File: config.mk
export PLATFORM = sky130hd
export DESIGN_NAME = lii_stream_packer
export DESIGN_NICKNAME = d
export VERILOG_FILES = /design/src/rtl/lii_pkg.sv /design/src/rtl/lii_out_reg.sv /design/src/rtl/lii_stream_packer.sv
export SDC_FILE = /design/constraint.sdc
export NUM_CORES = 1
export LEC_CHECK = 0
export CAP_MARGIN = 0
export CORE_UTILIZATION = 35
export DETAILED_ROUTE_END_ITERATION = 8
export PLACE_DENSITY = 0.65
export SLEW_MARGIN = 20
export SYNTH_ARGS = -nofsm -noshare
export SYNTH_HDL_FRONTEND = slang
export SYNTH_SLANG_ARGS = --single-unit
export TNS_END_PERCENT = 50
File: constraint.sdc
create_clock -name aclk -period 3 [get_ports aclk]
set_clock_uncertainty 0.05 [all_clocks]
set_input_delay 0.6 -clock aclk [delete_from_list [all_inputs] [get_ports aclk]]
set_output_delay 0.6 -clock aclk [all_outputs]
set_load 0.1 [all_outputs]
File: src/rtl/lii_pkg.sv
`default_nettype none
// ============================================================================
// Module      : lii_pkg
// Description : Shared LII egress definitions: ID width, default beat layout
//               and the helper that sizes the word-count field.
// Revision    : 1.0 - initial release
// ============================================================================
package lii_pkg;

    localparam int LII_ID_W   = 8;
    localparam int LII_DEF_KW = 32;
    localparam int LII_DEF_PW = 128;

    // Width of a field able to hold the values 0..wpb inclusive.
    function automatic int lii_nw_width(input int wpb);
        return $clog2(wpb + 1);
    endfunction

    localparam int LII_DEF_NW = lii_nw_width(LII_DEF_PW / LII_DEF_KW);

    // Beat layout for the default 32-bit kernel / 128-bit phy configuration.
    typedef struct packed {
        logic [LII_DEF_PW-1:0] data;
        logic                  last;
        logic [LII_DEF_NW-1:0] nwords;
    } lii_beat_t;

endpackage
`default_nettype wire

File: src/rtl/lii_out_reg.sv
`default_nettype none
// ============================================================================
// Module      : lii_out_reg
// Description : One-entry valid/ready output register for LII egress blocks.
//               Accepts a new payload whenever empty or draining this cycle,
//               holds the payload stable while stalled.
// Revision    : 1.0 - initial release
// ============================================================================
module lii_out_reg
    import lii_pkg::*;
#(
    parameter int WIDTH = $bits(lii_beat_t)
) (
    input  logic             clk,
    input  logic             rst_n,
    input  logic             i_valid,
    output logic             o_ready,
    input  logic [WIDTH-1:0] i_data,
    output logic             o_valid,
    input  logic             i_ready,
    output logic [WIDTH-1:0] o_data
);

    logic             r_valid;
    logic [WIDTH-1:0] r_data;

    // The slot is free when empty or when its current content leaves this edge.
    assign o_ready = !r_valid || i_ready;
    assign o_valid = r_valid;
    assign o_data  = r_data;

    // Load on upstream transfer, otherwise drop valid once downstream takes it.
    always_ff @(posedge clk or negedge rst_n) begin
        if (!rst_n) begin
            r_valid <= 1'b0;
            r_data  <= '0;
        end else if (i_valid && o_ready) begin
            r_valid <= 1'b1;
            r_data  <= i_data;
        end else if (i_ready) begin
            r_valid <= 1'b0;
        end
    end

endmodule
`default_nettype wire

File: src/rtl/lii_stream_packer.sv
`default_nettype none
// ============================================================================
// Module      : lii_stream_packer
// Description : Kernel-to-LII egress packer. Gathers KW-bit kernel words into
//               PW-bit phy beats (word i in bits [i*KW +: KW]), flushes a
//               partial beat on kernel tlast, tags beats with fixed IDs.
// Revision    : 1.0 - initial release
// ============================================================================
module lii_stream_packer
    import lii_pkg::*;
#(
    parameter int                   KW     = 32,
    parameter int                   PW     = 128,
    parameter logic [LII_ID_W-1:0]  SRC_ID = 8'h00,
    parameter logic [LII_ID_W-1:0]  DST_ID = 8'h01,
    localparam int                  NW     = lii_nw_width(PW / KW)
) (
    input  logic                aclk,
    input  logic                arstn,
    input  logic [KW-1:0]       in_stream_tdata,
    input  logic                in_stream_tvalid,
    output logic                in_stream_tready,
    input  logic                in_stream_tlast,
    output logic [PW-1:0]       lii_out_p0_tdata,
    output logic                lii_out_p0_tvalid,
    input  logic                lii_out_p0_tready,
    output logic                lii_out_p0_tlast,
    output logic [NW-1:0]       lii_out_p0_nwords,
    output logic [LII_ID_W-1:0] lii_out_p0_src,
    output logic [LII_ID_W-1:0] lii_out_p0_dst
);

    localparam int c_wpb   = PW / KW;
    localparam int c_idx_w = (c_wpb > 1) ? $clog2(c_wpb) : 1;
    localparam logic [c_idx_w-1:0] c_idx_last = c_idx_w'(c_wpb - 1);

    typedef struct packed {
        logic [PW-1:0] data;
        logic          last;
        logic [NW-1:0] nwords;
    } beat_t;

    if (PW % KW != 0) begin : g_cfg_check
        $error("lii_stream_packer: PW must be a multiple of KW");
    end

    logic [PW-1:0]      r_acc;
    logic [c_idx_w-1:0] r_idx;
    logic               r_acc_full;
    logic               r_acc_last;
    logic [NW-1:0]      r_acc_n;

    logic               w_out_free;
    logic               w_out_valid;
    logic               w_xfer;
    logic               w_hs;
    logic               w_complete;
    logic [PW-1:0]      w_acc_next;
    logic [PW-1:0]      w_pad_data;
    beat_t              w_beat_in;
    beat_t              w_beat_out;

    // A completed accumulator moves to the output register whenever it has room.
    assign w_xfer           = r_acc_full && w_out_free;
    assign in_stream_tready = !r_acc_full || w_xfer;
    assign w_hs             = in_stream_tvalid && in_stream_tready;
    assign w_complete       = w_hs && ((r_idx == c_idx_last) || in_stream_tlast);

    // Next accumulator image: cleared when handed off, then the new word lands
    // in its lane (lane 0 whenever the hand-off happens this cycle).
    always_comb begin
        w_acc_next = w_xfer ? '0 : r_acc;
        if (w_hs) begin
            w_acc_next[int'(r_idx) * KW +: KW] = in_stream_tdata;
        end
    end

    // Accumulator, lane index and completed-beat bookkeeping.
    always_ff @(posedge aclk or negedge arstn) begin
        if (!arstn) begin
            r_acc      <= '0;
            r_idx      <= '0;
            r_acc_full <= 1'b0;
            r_acc_last <= 1'b0;
            r_acc_n    <= '0;
        end else begin
            r_acc <= w_acc_next;
            if (w_complete) begin
                r_acc_full <= 1'b1;
                r_acc_last <= in_stream_tlast;
                r_acc_n    <= NW'(r_idx) + NW'(1);
                r_idx      <= '0;
            end else begin
                if (w_xfer) begin
                    r_acc_full <= 1'b0;
                end
                if (w_hs) begin
                    r_idx <= r_idx + c_idx_w'(1);
                end
            end
        end
    end

    // Lanes beyond the word count are forced to zero in the emitted beat.
    for (genvar gi = 0; gi < c_wpb; gi++) begin : g_lane
        assign w_pad_data[gi*KW +: KW] =
            (NW'(gi) < r_acc_n) ? r_acc[gi*KW +: KW] : '0;
    end

    assign w_beat_in = '{data: w_pad_data, last: r_acc_last, nwords: r_acc_n};

    lii_out_reg #(
        .WIDTH ($bits(beat_t))
    ) u_out_reg (
        .clk     (aclk),
        .rst_n   (arstn),
        .i_valid (r_acc_full),
        .o_ready (w_out_free),
        .i_data  (w_beat_in),
        .o_valid (w_out_valid),
        .i_ready (lii_out_p0_tready),
        .o_data  (w_beat_out)
    );

    assign lii_out_p0_tvalid = w_out_valid;
    assign lii_out_p0_tdata  = w_beat_out.data;
    assign lii_out_p0_tlast  = w_beat_out.last;
    assign lii_out_p0_nwords = w_beat_out.nwords;
    assign lii_out_p0_src    = SRC_ID;
    assign lii_out_p0_dst    = DST_ID;

endmodule
`default_nettype wire

== Yosys cells after proc, flatten, opt, wreduce, memory -nomap -nowiden ==
Index checks and enable logic that the tools add are counted.
Cells by class
  equal/unequal tests: 1
  add/sub/neg operators: 3
  shift-type cells: 2
  muxes and demuxes: 13
  $lt $le $gt $ge: 4
  reduce and logical (&&, ||, !) cells: 11
Operators with widths (number)
  $mux W128: 2
  $bwmux W128: 1
  $mux W32: 4
  $shift A32 B33 Y128 const A: 1
  $shiftx A32 B33 Y128: 1
  $neg A7 Y33: 1
  $lt A1 B3 Y1 const A: 2
  $lt A2 B3 Y1 const A: 2
  $reduce_bool A2 Y1: 3
  $mux W1: 4
  $mux W2: 2
  $add A2 B1 Y3 const B: 1
  $logic_and A1 B1 Y1: 3
  $logic_or A1 B1 Y1: 3
  $add A2 B1 Y2 const B: 1
  $eq A2 B2 Y1 const B: 1
  $logic_not A1 Y1: 2
Storage, ports and cells
  bits in registers: 268
  output and inout port bits: 150
  bits of input ports: 37

== Longest topological paths before layout ==
Gate-level depths: netlist (run 1).
  depth after elaboration: 7
  mapped depth: 8
  gate-level depth less buffers: 5

== Cells and area by module ==
From an unflattened synthesis (run 1), not the netlist that was laid out.
Unflattened totals
  cell total of the unflattened synthesis: 854
  area total of the unflattened synthesis: 11685.0 sq um
By module, submodules not included
  lii_stream_packer: instances 1, area each 6417.4 sq um, cells an instance 572
  lii_out_reg: instances 1, area each 5267.6 sq um, cells an instance 282

== Least setup slack after synthesis (run 1) ==
Ideal clock, no wire load.
  path type: reg2reg
  start point: reg u_out_reg.r_valid, in the netlist u_out_reg.o_valid
  end point: reg r_acc[54]
  path slack: 0.539 ns
  data required time: 2.830 ns
  data arrival time: 2.291 ns
  library setup time: 0.120 ns
  stages on the path, launching flop included: 7
  clock period less this slack: 2.461 ns
  cells stage by stage: dfrtp_1 and3b_1 buf_2 inv_2 nand3_1 clkbuf_1 a31o_2
Between the ends
  word-level cells in the longest chain between the ends: 6
  elaborated cells on any way between the ends: 8
  those cells by class: mux: 3; reduce/logical: 5
RTL lines
  start: declaration: line lii_out_reg.sv:24  | logic r_valid;
  start signal: assignment: line lii_out_reg.sv:35  | r_valid <= 1'b0;
  start signal: assignment: line lii_out_reg.sv:38  | r_valid <= 1'b1;
  start signal: assignment: line lii_out_reg.sv:41  | r_valid <= 1'b0;
  $logic_not A1 Y1: line lii_out_reg.sv:28  | assign o_ready = !r_valid || i_ready;
  $logic_or A1 B1 Y1: line lii_out_reg.sv:28
  $logic_and A1 B1 Y1: line lii_stream_packer.sv:64  | assign w_xfer = r_acc_full && w_out_free;
  $logic_or A1 B1 Y1: line lii_stream_packer.sv:65  | assign in_stream_tready = !r_acc_full || w_xfer;
  named net in_stream_tready: line lii_stream_packer.sv:22  | output logic in_stream_tready,
  $logic_and A1 B1 Y1: line lii_stream_packer.sv:66  | assign w_hs = in_stream_tvalid && in_stream_tready;
  $mux W128: line lii_stream_packer.sv:73  | if (w_hs) begin
  named net w_acc_next[54]: line lii_stream_packer.sv:58  | logic [PW-1:0] w_acc_next;
  end signal: assignment: line lii_stream_packer.sv:87  | r_acc <= w_acc_next;
  end: declaration: line lii_stream_packer.sv:47  | logic [PW-1:0] r_acc;
The timed path passes the listed nets, and every way through them passes these cells.
A chain may end at the register's enable or synchronous reset.

== Worst setup path in the final report (run 1) ==
  start point: in lii_out_p0_tready
  end point: out in_stream_tready
Between the ends
  word-level cells in the longest chain between the ends: 3
RTL lines
  start: declaration: line lii_stream_packer.sv:26  | input logic lii_out_p0_tready,
  $logic_or A1 B1 Y1: line lii_out_reg.sv:28
  $logic_and A1 B1 Y1: line lii_stream_packer.sv:64
  $logic_or A1 B1 Y1: line lii_stream_packer.sv:65
  end: declaration: line lii_stream_packer.sv:22
Every way passes these cells.

==> summary.md, run 1 <==
| Metric | Value |
|---|---|
| Status | complete, no violations |
| Nature of the critical path endpoint | primary output |
| Hold crit path type | register to register |
| Clock-pin slew on the worst setup and hold paths | around 0.060 ns |
| Cell Chain, Critical Path | clkdlybuf4s50_1 -> and3b_4 -> inv_2 -> buf_12 |
| RD Place Congestion | 0.7620 |
| Sink Count | approximately 270 |
| Clock root buffer | clkbuf_16 |
| Critical Path Fanout Max | 8 |
| Yosys reg bits | 268 |
| Setup Viol. Count Final | 0 |
| Initial antenna violation count | 6 |
| Starting Density | 35.94% |
| Ys Warns | 0 |
| Fillcell total | 3,096 |
| Number of cells after detailed placement | 1,498 |
| Routed WL per cell | 21.77 µm |
| Pins over their slew limit | 0 |
| Final Instance Count excl. Fillers | 1,548 |
| Final worst path period need | 2.404 ns |
| Crit Path Class | primary input to primary output |
| Global route total overflow | 0 |
| Layout cells sized above 1 | 31.43% |
| DRC errors left | 0 |
| Routed Wire Length | 33.70 mm |
| Place WS | 0.5786 ns |
| Post-synthesis sequential area ratio | 56.78% |
| Hold Slack | 0.4414 ns |
| Post-Syn Area | between 10,000 and 15,000 µm² |
| Antenna viol nets, final | 0 |
| First-pass GRT wire length | ~52 mm |
| 1st-iter DRT viols | roughly 810 |
| Setup_tns | 0 ns |
| RSZ-0062 raised after global routing | no |
| Netlist cell types | 35 |
| Final instance area | around 14,000 µm² |
| Via/cell ratio | roughly 5.5 |
| DR vias | about 8,600 |
| Slew Limit Headroom | 54.58% |
| Final hold violations | 0 |
| Area growth syn-to-layout | 22.10% |
| Power per cell area | 749.1 nW/µm² |
| TritonCTS Buffers | 27 |
| Layout Nets | 1,129 |
| Tot Pwr | 10.80 mW |
| I/O pin total | 187 |
| PnR worst setup slack | 0.5961 ns |
| Arrival time at the worst endpoint | 1.75 ns |
| Fin crit share | 80.13% |
| Post-layout util | a little over two fifths |
| LEAKAGE | 6.409 nW |
| Dpl cell area | approximately 14,000 µm² |
| Clock latency on the worst-skew pair | 0.53 ns |
| Die Ht | between 150 and 200 µm |
| CP Launch Type | primary input |
| TritonCTS clock tree | yes |
| Rows | 66 |
| CTS H-tree lvls | 1 |
| Core Box Area | 32,870 µm² |
| Port bufs | 170 |
| CP max-delay cell | clkdlybuf4s50_1 |
| Top delay family on crit path | buffers and inverters |
| Peak supply drop | 0.0004276 V |
| Syn Inst Count | 965 |
| DIE AREA | 34,480 µm² |
| Crit path buf inv count | 3 |
| Largest net degree at the start of global routing | roughly 90 |
| Commonest cells after routing, fill and taps aside | dfrtp_1 (268), buf_4 (157), o21ai_0 (132) |
| DP Wirelength | 21.37 mm |
| Clock buffer depth | 3 |
| Mean Syn Cell Area | 12.24 µm² |
| Commonest non-fill, non-tap cell in the layout | dfrtp_1 |
| Reg-to-reg slack, setup | 0.60 ns |
| GRT Util Overall | 19.47% |
| Highest clock rate | about 0.42 GHz |
| Least-Margin Pin Slew | approximately 0.68 ns |
| Via count of the first global-routing pass | 8,451 |
| Required @ worst endpoint | 2.35 ns |
| Die X-Extent | ~190 µm |
| Largest stage delay, worst path | 0.53 ns |
| Drt first pass iters | 5 |
| Max cap viols | 0 |
| Postcts setup bufs | 0 |
-- worst paths after layout --
| kind | cells after the start | endpoint | startpoint |
|---|---|---|---|
| setup / recovery | 4 | in_stream_tready | lii_out_p0_tready |
| hold / removal | 1 | u_out_reg.o_data[16] | r_acc[12] |
| setup reg to reg | 6 | r_acc[64] | r_idx[1] |
| hold reg to reg | 1 | u_out_reg.o_data[16] | r_acc[12] |
| max in group asynchronous | 3 | u_out_reg.o_data[65] | arstn |
| min in group asynchronous | 2 | r_acc[89] | arstn |
-- worst register-to-register path: cells and delay by family (launching register included) --
family / cells / cell delay [ns]
buffers and inverters: 2 / 0.41
adders and majority gates: 1 / 0.43
and+or+nand+nor: 2 / 0.92
AOI/OAI and AO/OA: 1 / 0.14
DFF: 1 / 0.39
-- report_power, final --
group          internal (mW)  switching, mW  total (mW)
logic                  0.779           2.54        3.31
clock network           1.95           1.36        3.31
registers               3.93          0.242        4.18
-- layout make-up --
class / count / area [µm²] / area share (%)
timing repair buffer: 206 / 1794 / 12.44
tap: 442 / 553.0 / 3.835
multi-input combinational: 578 / 4481 / 31.07
inverter: 5 / 18.77 / 0.1301
clock buffer: 40 / 774.5 / 5.370
clock inverter: 7 / 88.84 / 0.6160
antenna: 2 / 5.005 / 0.03470
sequential: 268 / 6706 / 46.50
-- metal layers --
| metal | GRT usage [%] | part of all wire (%) | up-vias |
|---|---|---|---|
| met5 | 0 | 0 | - |
| met4 | 4.262 | 1.5 | 0 |
| met3 | 3.502 | 6.4 | 36 |
| met2 | 29.91 | 45 | 255 |
| met1 | 28.47 | 47 | 4427 |
| li1 | - | - | 3851 |
-- cell usage after synthesis --
master	n	area share, %
dfrtp_1	268	57
o21ai_0	132	5.6
nand2_1	73	2.3
a31o_2	71	5.3
nor4b_1	66	4.9
clkbuf_1	65	2.1
a22o_1	64	4.7
a31o_1	57	4.2
nor4b_2	50	6.4
buf_2	33	1.4
buf_4	16	1.0
nor4bb_1	12	1.0
buf_6	10	0.95
ha_1	6	0.64
mux2_2	5	0.48
nand3_1	5	0.21
inv_1	3	0.095
buf_1	2	0.064
buf_12	2	0.34
conb_1	2	0.064
inv_2	2	0.064
mux2i_1	2	0.17
nand4bb_1	2	0.19
nor2_1	2	0.064
nor3_1	2	0.085
nor3_2	2	0.17
or2_2	2	0.11
or4b_1	2	0.17
a21oi_1	1	0.042
and3b_1	1	0.074
and3b_2	1	0.085
nand2b_1	1	0.053
nor2b_2	1	0.074
nor3b_1	1	0.064
o2bb2ai_1	1	0.074
-- repair_timing --
item,CTS,global route
endpoints found under the hold margin,19,0
hold buffers,1,0
gates resized for setup,0,0
-- logic make-up after synthesis --
kind of cell,count (synthesis),synth area share [%]
buf+inv,133,5.996
flops,268,56.78
mux,7,0.6462
compound gates,326,19.95
other cells,2,0.06358
fa+ha+maj,6,0.6356
simple gates,223,15.93
-- flip-flops by register name, summed over array words and instances (netlist names) --
signal and cells:
r_acc_last 1, r_idx 2, u_out_reg.o_data 132, u_out_reg.o_valid 1
r_acc 128, r_acc_n 3, r_acc_full 1
Power figures use the tool's default switching activity.
==> run 2: changes to the inputs <==
==> constraint.sdc (replaced) <==
create_clock -name aclk -period 2.3 [get_ports aclk]
set_clock_uncertainty 0.05 [all_clocks]
set_input_delay 0.46 -clock aclk [delete_from_list [all_inputs] [get_ports aclk]]
set_output_delay 0.46 -clock aclk [all_outputs]
set_load 0.1 [all_outputs]
==> summary.md, run 2 (same netlist as run 1, synthesis figures left out) <==
| Metric | Value |
|---|---|
| Starting Density | 35.94% (unchanged) |
| Max cap viols | 0 (unchanged) |
| DP Wirelength | 21.55 mm (was 21.37 mm) |
| CTS H-tree lvls | 1 (unchanged) |
| Die X-Extent | 185.7 µm (unchanged) |
| Via count of the first global-routing pass | 8,365 (was 8,451) |
| Routed WL per cell | 21.59 µm (was 21.77 µm) |
| Status | complete, no violations (unchanged) |
| Commonest cells after routing, fill and taps aside | dfrtp_1 (267), buf_4 (156), o21ai_0 (132) (was dfrtp_1 (268), buf_4 (157), o21ai_0 (132)) |
| RSZ-0062 raised after global routing | no (unchanged) |
| Cell Chain, Critical Path | inv_1 -> ha_1 -> or4b_1 -> buf_12 -> nor4b_2 -> a31o_1 (was clkdlybuf4s50_1 -> and3b_4 -> inv_2 -> buf_12) |
| Power per cell area | 975.8 nW/µm² (was 749.1 nW/µm²) |
| Clock-pin slew on the worst setup and hold paths | 0.06 ns (about the same) |
| Least-Margin Pin Slew | 0.6631 ns (was 0.6813 ns) |
| Area growth syn-to-layout | 25.03% (was 22.10%) |
| Postcts setup bufs | 0 (unchanged) |
| Setup Viol. Count Final | 0 (unchanged) |
| Layout Nets | 1,144 (was 1,129) |
| Rows | 66 (unchanged) |
| Sink Count | 268 (unchanged) |
| Highest clock rate | between 0.4 and 0.5 GHz |
| Core Box Area | 32,870 µm² (unchanged) |
| Largest stage delay, worst path | 0.59 ns (was 0.53 ns) |
| Layout cells sized above 1 | 32.89% (was 31.43%) |
| 1st-iter DRT viols | 712 (was 809) |
| Pins over their slew limit | 0 (unchanged) |
| Required @ worst endpoint | 2.72 ns (was 2.35 ns) |
| Fin crit share | 93.47% |
| TritonCTS Buffers | 28 (was 27) |
| Initial antenna violation count | 3 (was 6) |
| Slew Limit Headroom | 55.79% (was 54.58%) |
| Peak supply drop | 0.0006389 V (was 0.0004276 V) |
| Place WS | 0.05918 ns (was 0.5786 ns) |
| DR vias | 8,678 (was 8,569) |
| GRT Util Overall | 19.48% (was 19.47%) |
| Critical Path Fanout Max | 26 (was 8) |
| Arrival time at the worst endpoint | 2.57 ns (was 1.75 ns) |
| Max reg flops | 132 (unchanged) |
| Clock buffer depth | 3 (unchanged) |
| Setup_tns | 0 ns (unchanged) |
| Crit Path Class | register to register (was primary input to primary output) |
| Final worst path period need | 2.150 ns |
| TritonCTS clock tree | yes (unchanged) |
| Antenna viol nets, final | 0 (unchanged) |
| CP Launch Type | register (was primary input) |
| Clock latency on the worst-skew pair | 0.54 ns (was 0.53 ns) |
| Port bufs | 170 (unchanged) |
| Global route total overflow | 0 (unchanged) |
| DRC errors left | 0 (unchanged) |
| Via/cell ratio | 5.538 (was 5.536) |
| PnR worst setup slack | 0.1501 ns (was 0.5961 ns) |
| Largest net degree at the start of global routing | 101 (was 88) |
| DIE AREA | 34,480 µm² (unchanged) |
| Commonest non-fill, non-tap cell in the layout | dfrtp_1 (unchanged) |
| Hold crit path type | primary input to asynchronous set/reset pin (was register to register) |
| Die Ht | 185.7 µm (unchanged) |
| First-pass GRT wire length | 51.97 mm (was 51.91 mm) |
| Final hold violations | 0 (unchanged) |
| RD Place Congestion | 0.7846 (was 0.7620) |
| I/O pin total | 187 (unchanged) |
| Nature of the critical path endpoint | register (was primary output) |
| Drt first pass iters | 5 (unchanged) |
| Routed Wire Length | 33.83 mm (was 33.70 mm) |
| LEAKAGE | 6.575 nW (was 6.409 nW) |
| Clock root buffer | clkbuf_16 (unchanged) |
| CP max-delay cell | or4b_1 (was clkdlybuf4s50_1) |
[run 2: cell types whose count changed in the layout (fill, tap and decap cells not counted), sizes merged]
cell,change
bufinv,-2
diode,+1
clkinv,+2
clkbuf,+4
buf,+14
[run 2: what timing repair did]
action | 4_1_cts | 5_1_grt
endpoints found under the setup margin | 0 | 30
endpoints found under the hold margin | 29 | 0
resized for setup | 0 | 3
hold buffers | 1 | 0
[run 2: path summary, 6_finish.rpt]
kind | from | endpoint | slack [ns] | cells past startpoint
max | r_idx[1] | r_acc[108] | 0.15 | 6
min | arstn | u_out_reg.o_data[68] | 0.34 | 2
max reg2reg | r_idx[1] | r_acc[108] | 0.15 | 6
min reg2reg | r_acc[82] | u_out_reg.o_data[86] | 0.44 | 1
max in group asynchronous | arstn | r_acc[6] | 1.02 | 3
min in group aclk | r_acc[82] | u_out_reg.o_data[86] | 0.44 | 1
[run 2: critical path: cells and delay by family (launching register included)]
kind	cells	cell delay (ns)
AOI/OAI and AO/OA	1	0.14
adders and majority gates	1	0.29
buffers and inverters	2	0.33
DFF	1	0.39
and+or+nand+nor	2	0.86
[run 2: metrics by stage]
step	cells	util (%)	area [µm²]	power, mW	hold slack (ns)
floorplan	979	-	11870	8.672	0.1144
global placement	1512	42.10	13840	10.07	0.3085
detailed placement	1512	42.10	13840	10.09	0.3133
CTS	1564	44.86	14740	14.52	0.3274
global route	1564	44.91	14760	14.98	0.3428
finish	1567	44.93	14770	14.41	0.3379
[run 2: final cells by class]
type,count,area (µm²)
diodes,3,7.507
clock buffers,44,862.1
clock inverters,7,35.03
fillers,3099,18100
inverters,5,18.77
multi-input cells,578,4497
flip-flops and latches,268,6708
well taps,442,553.0
repair buffers,220,2087
[run 2: power by group]
part           total (mW)  switching (mW)  internal, mW
combinational        4.59            3.37          1.22
sequential           5.43           0.294          5.13
clock                4.40            1.84          2.55
total                14.4            5.51          8.90
[run 2: metal layers]
metal  vias to the layer above  wire length [µm]  track usage [%]
met5                         -                13                0
met4                         2               681            4.721
met3                        53              2216            4.246
met2                       259             15120            28.52
met1                      4465             15790            29.01
li1                       3899                 -                -
==> run 3: changes to the inputs <==
--- a/config.mk
+++ b/config.mk
@@ -6,6 +6,7 @@
 export NUM_CORES = 1
 export LEC_CHECK = 0
 export CAP_MARGIN = 0
+export CORE_MARGIN = 5
 export CORE_UTILIZATION = 35
 export DETAILED_ROUTE_END_ITERATION = 8
 export PLACE_DENSITY = 0.65
==> summary.md, run 3 (same netlist as run 1, synthesis figures left out) <==
| Metric | Value |
|---|---|
| Status | complete, no violations (unchanged) |
| Number of cells after detailed placement | 1,519 (was 1,512) |
| Highest clock rate | 0.4610 GHz (was 0.4651 GHz) |
| Peak supply drop | 0.0005621 V (was 0.0006389 V) |
| Routed Wire Length | 34.69 mm (was 33.83 mm) |
| Required @ worst endpoint | 2.73 ns (was 2.72 ns) |
| Setup_tns | 0 ns (unchanged) |
| CTS H-tree lvls | 1 (unchanged) |
| Hold Slack | 0.3871 ns (was 0.3379 ns) |
| First-pass GRT wire length | 54.48 mm (was 51.97 mm) |
| TritonCTS Buffers | 29 (was 28) |
| DP Wirelength | 22.23 mm (was 21.55 mm) |
| I/O pin total | 187 (unchanged) |
| Clock buffer depth | 3 (unchanged) |
| 1st-iter DRT viols | 662 (was 712) |
| Clock latency on the worst-skew pair | 0.54 ns (about the same) |
| Setup Viol. Count Final | 0 (unchanged) |
| DR vias | 8,636 (was 8,678) |
| Antenna viol nets, final | 0 (unchanged) |
| Crit Path Class | register to register (unchanged) |
| Commonest non-fill, non-tap cell in the layout | dfrtp_1 (unchanged) |
| Fin crit share | 94.31% (was 93.47%) |
| Commonest cells after routing, fill and taps aside | dfrtp_1 (267), buf_4 (159), o21ai_0 (132) (was dfrtp_1 (267), buf_4 (156), o21ai_0 (132)) |
| Sink Count | 268 (unchanged) |
| Postcts setup bufs | 0 (unchanged) |
| RD Place Congestion | 0.7660 (was 0.7846) |
| Critical Path Fanout Max | 26 (unchanged) |
| Max cap viols | 0 (unchanged) |
| Nature of the critical path endpoint | register (unchanged) |
| TritonCTS clock tree | yes (unchanged) |
| Global route total overflow | 0 (unchanged) |
| Via/cell ratio | 5.508 (was 5.538) |
| Die X-Extent | 193.7 µm (was 185.7 µm) |
| RSZ-0062 raised after global routing | no (unchanged) |
| Final Instance Count excl. Fillers | 1,568 (was 1,567) |
| Starting Density | 35.31% (was 35.94%) |
| Least-Margin Pin Slew | 0.6498 ns (was 0.6631 ns) |
| Via count of the first global-routing pass | 8,820 (was 8,365) |
| Port bufs | 170 (unchanged) |
| Power per cell area | 976.8 nW/µm² (was 975.8 nW/µm²) |
| Final worst path period need | 2.169 ns (was 2.150 ns) |
| Clock-pin slew on the worst setup and hold paths | 0.06 ns (about the same) |
| Routed WL per cell | 22.12 µm (was 21.59 µm) |
| Hold crit path type | primary input to asynchronous set/reset pin (unchanged) |
| Largest net degree at the start of global routing | 69 (was 101) |
| Layout cells sized above 1 | 33.04% (was 32.89%) |
| Clock root buffer | clkbuf_16 (unchanged) |
| Diodes inserted | 0 (was 3) |
| Final hold violations | 0 (unchanged) |
| Drt first pass iters | 4 (was 5) |
| Die Ht | 193.7 µm (was 185.7 µm) |
| Arrival time at the worst endpoint | 2.60 ns (was 2.57 ns) |
| GRT Util Overall | 17.81% (was 19.48%) |
| Fillcell total | 3,094 (was 3,099) |
| Layout Nets | 1,146 (was 1,144) |
| Core Box Area | 33,450 µm² (was 32,870 µm²) |
| Max reg flops | 132 (unchanged) |
| DRC errors left | 0 (unchanged) |
| Pins over their slew limit | 0 (unchanged) |
| CP Launch Type | register (unchanged) |
| Slew Limit Headroom | 56.68% (was 55.79%) |
| LEAKAGE | 6.557 nW (was 6.575 nW) |
| Area growth syn-to-layout | 24.93% (was 25.03%) |
| Rows | 67 (was 66) |
| DIE AREA | 37,520 µm² (was 34,480 µm²) |
| Post-layout util | 44.11% (was 44.93%) |
| Initial antenna violation count | 5 (was 3) |
==> run 3: report_power, final <==
group / total (mW) / internal (mW) / switching, mW / leakage (nW)
logic: 4.59 / 1.21 / 3.38 / 2.41
registers: 5.41 / 5.13 / 0.279 / 3.71
clock network: 4.41 / 2.57 / 1.84 / 0.436
==> run 3: metrics by stage <==
step	power, mW	setup WS (ns)	instance area [µm²]
3_5_place_dp	10.08	0.02503	13830
2_1_floorplan	8.672	0.05791	11870
4_1_cts	14.56	0.03210	14720
5_1_grt	15.06	0.005216	14760
6_report	14.41	0.1309	14760
3_3_place_gp	10.03	0.03498	13830
==> run 3: repair_timing <==
item                       4_1_cts  5_1_grt
gates resized for setup          0        6
hold endpoints to repair        47        0
setup endpoints to repair        0        8
hold buffers                     1        0
==> run 3: metal layers <==
layer	up-vias	track usage, %	share of wire [%]
li1	3878	-	-
met1	4451	26.30	47
met2	259	27.30	46
met4	0	4.511	2.2
met3	48	3.162	5.3
met5	-	0	0
==> run 3: final timing paths <==
| check | from | end | slack [ns] | cells past startpoint |
|---|---|---|---|---|
| setup / recovery | r_idx[1] | r_acc[96] | 0.13 | 6 |
| hold / removal | arstn | u_out_reg.o_data[90] | 0.39 | 2 |
| setup reg to reg | r_idx[1] | r_acc[96] | 0.13 | 6 |
| hold reg to reg | r_acc[69] | u_out_reg.o_data[73] | 0.45 | 1 |
| max in group asynchronous | arstn | r_acc[65] | 1.11 | 3 |
| min in group aclk | r_acc[69] | u_out_reg.o_data[73] | 0.45 | 1 |
==> run 3: final cells by class <==
cell class | instances | area, µm² | area share, %
Sequential cell | 268 | 6708 | 45.46
Inverter | 5 | 18.77 | 0.1272
Clock inverter | 7 | 66.31 | 0.4494
Clock buffer | 41 | 820.8 | 5.563
Multi-Input combinational cell | 578 | 4512 | 30.58
Tap cell | 448 | 560.5 | 3.799
Timing Repair Buffer | 221 | 2069 | 14.03
==> run 3: critical path, stage by stage, from the launching register on <==
cell and delay [ns]:
dfrtp_1 0.38, inv_1 0.13, ha_2 0.33, or4b_1 0.58
buf_12 0.21, nor4b_2 0.27, a31o_2 0.15
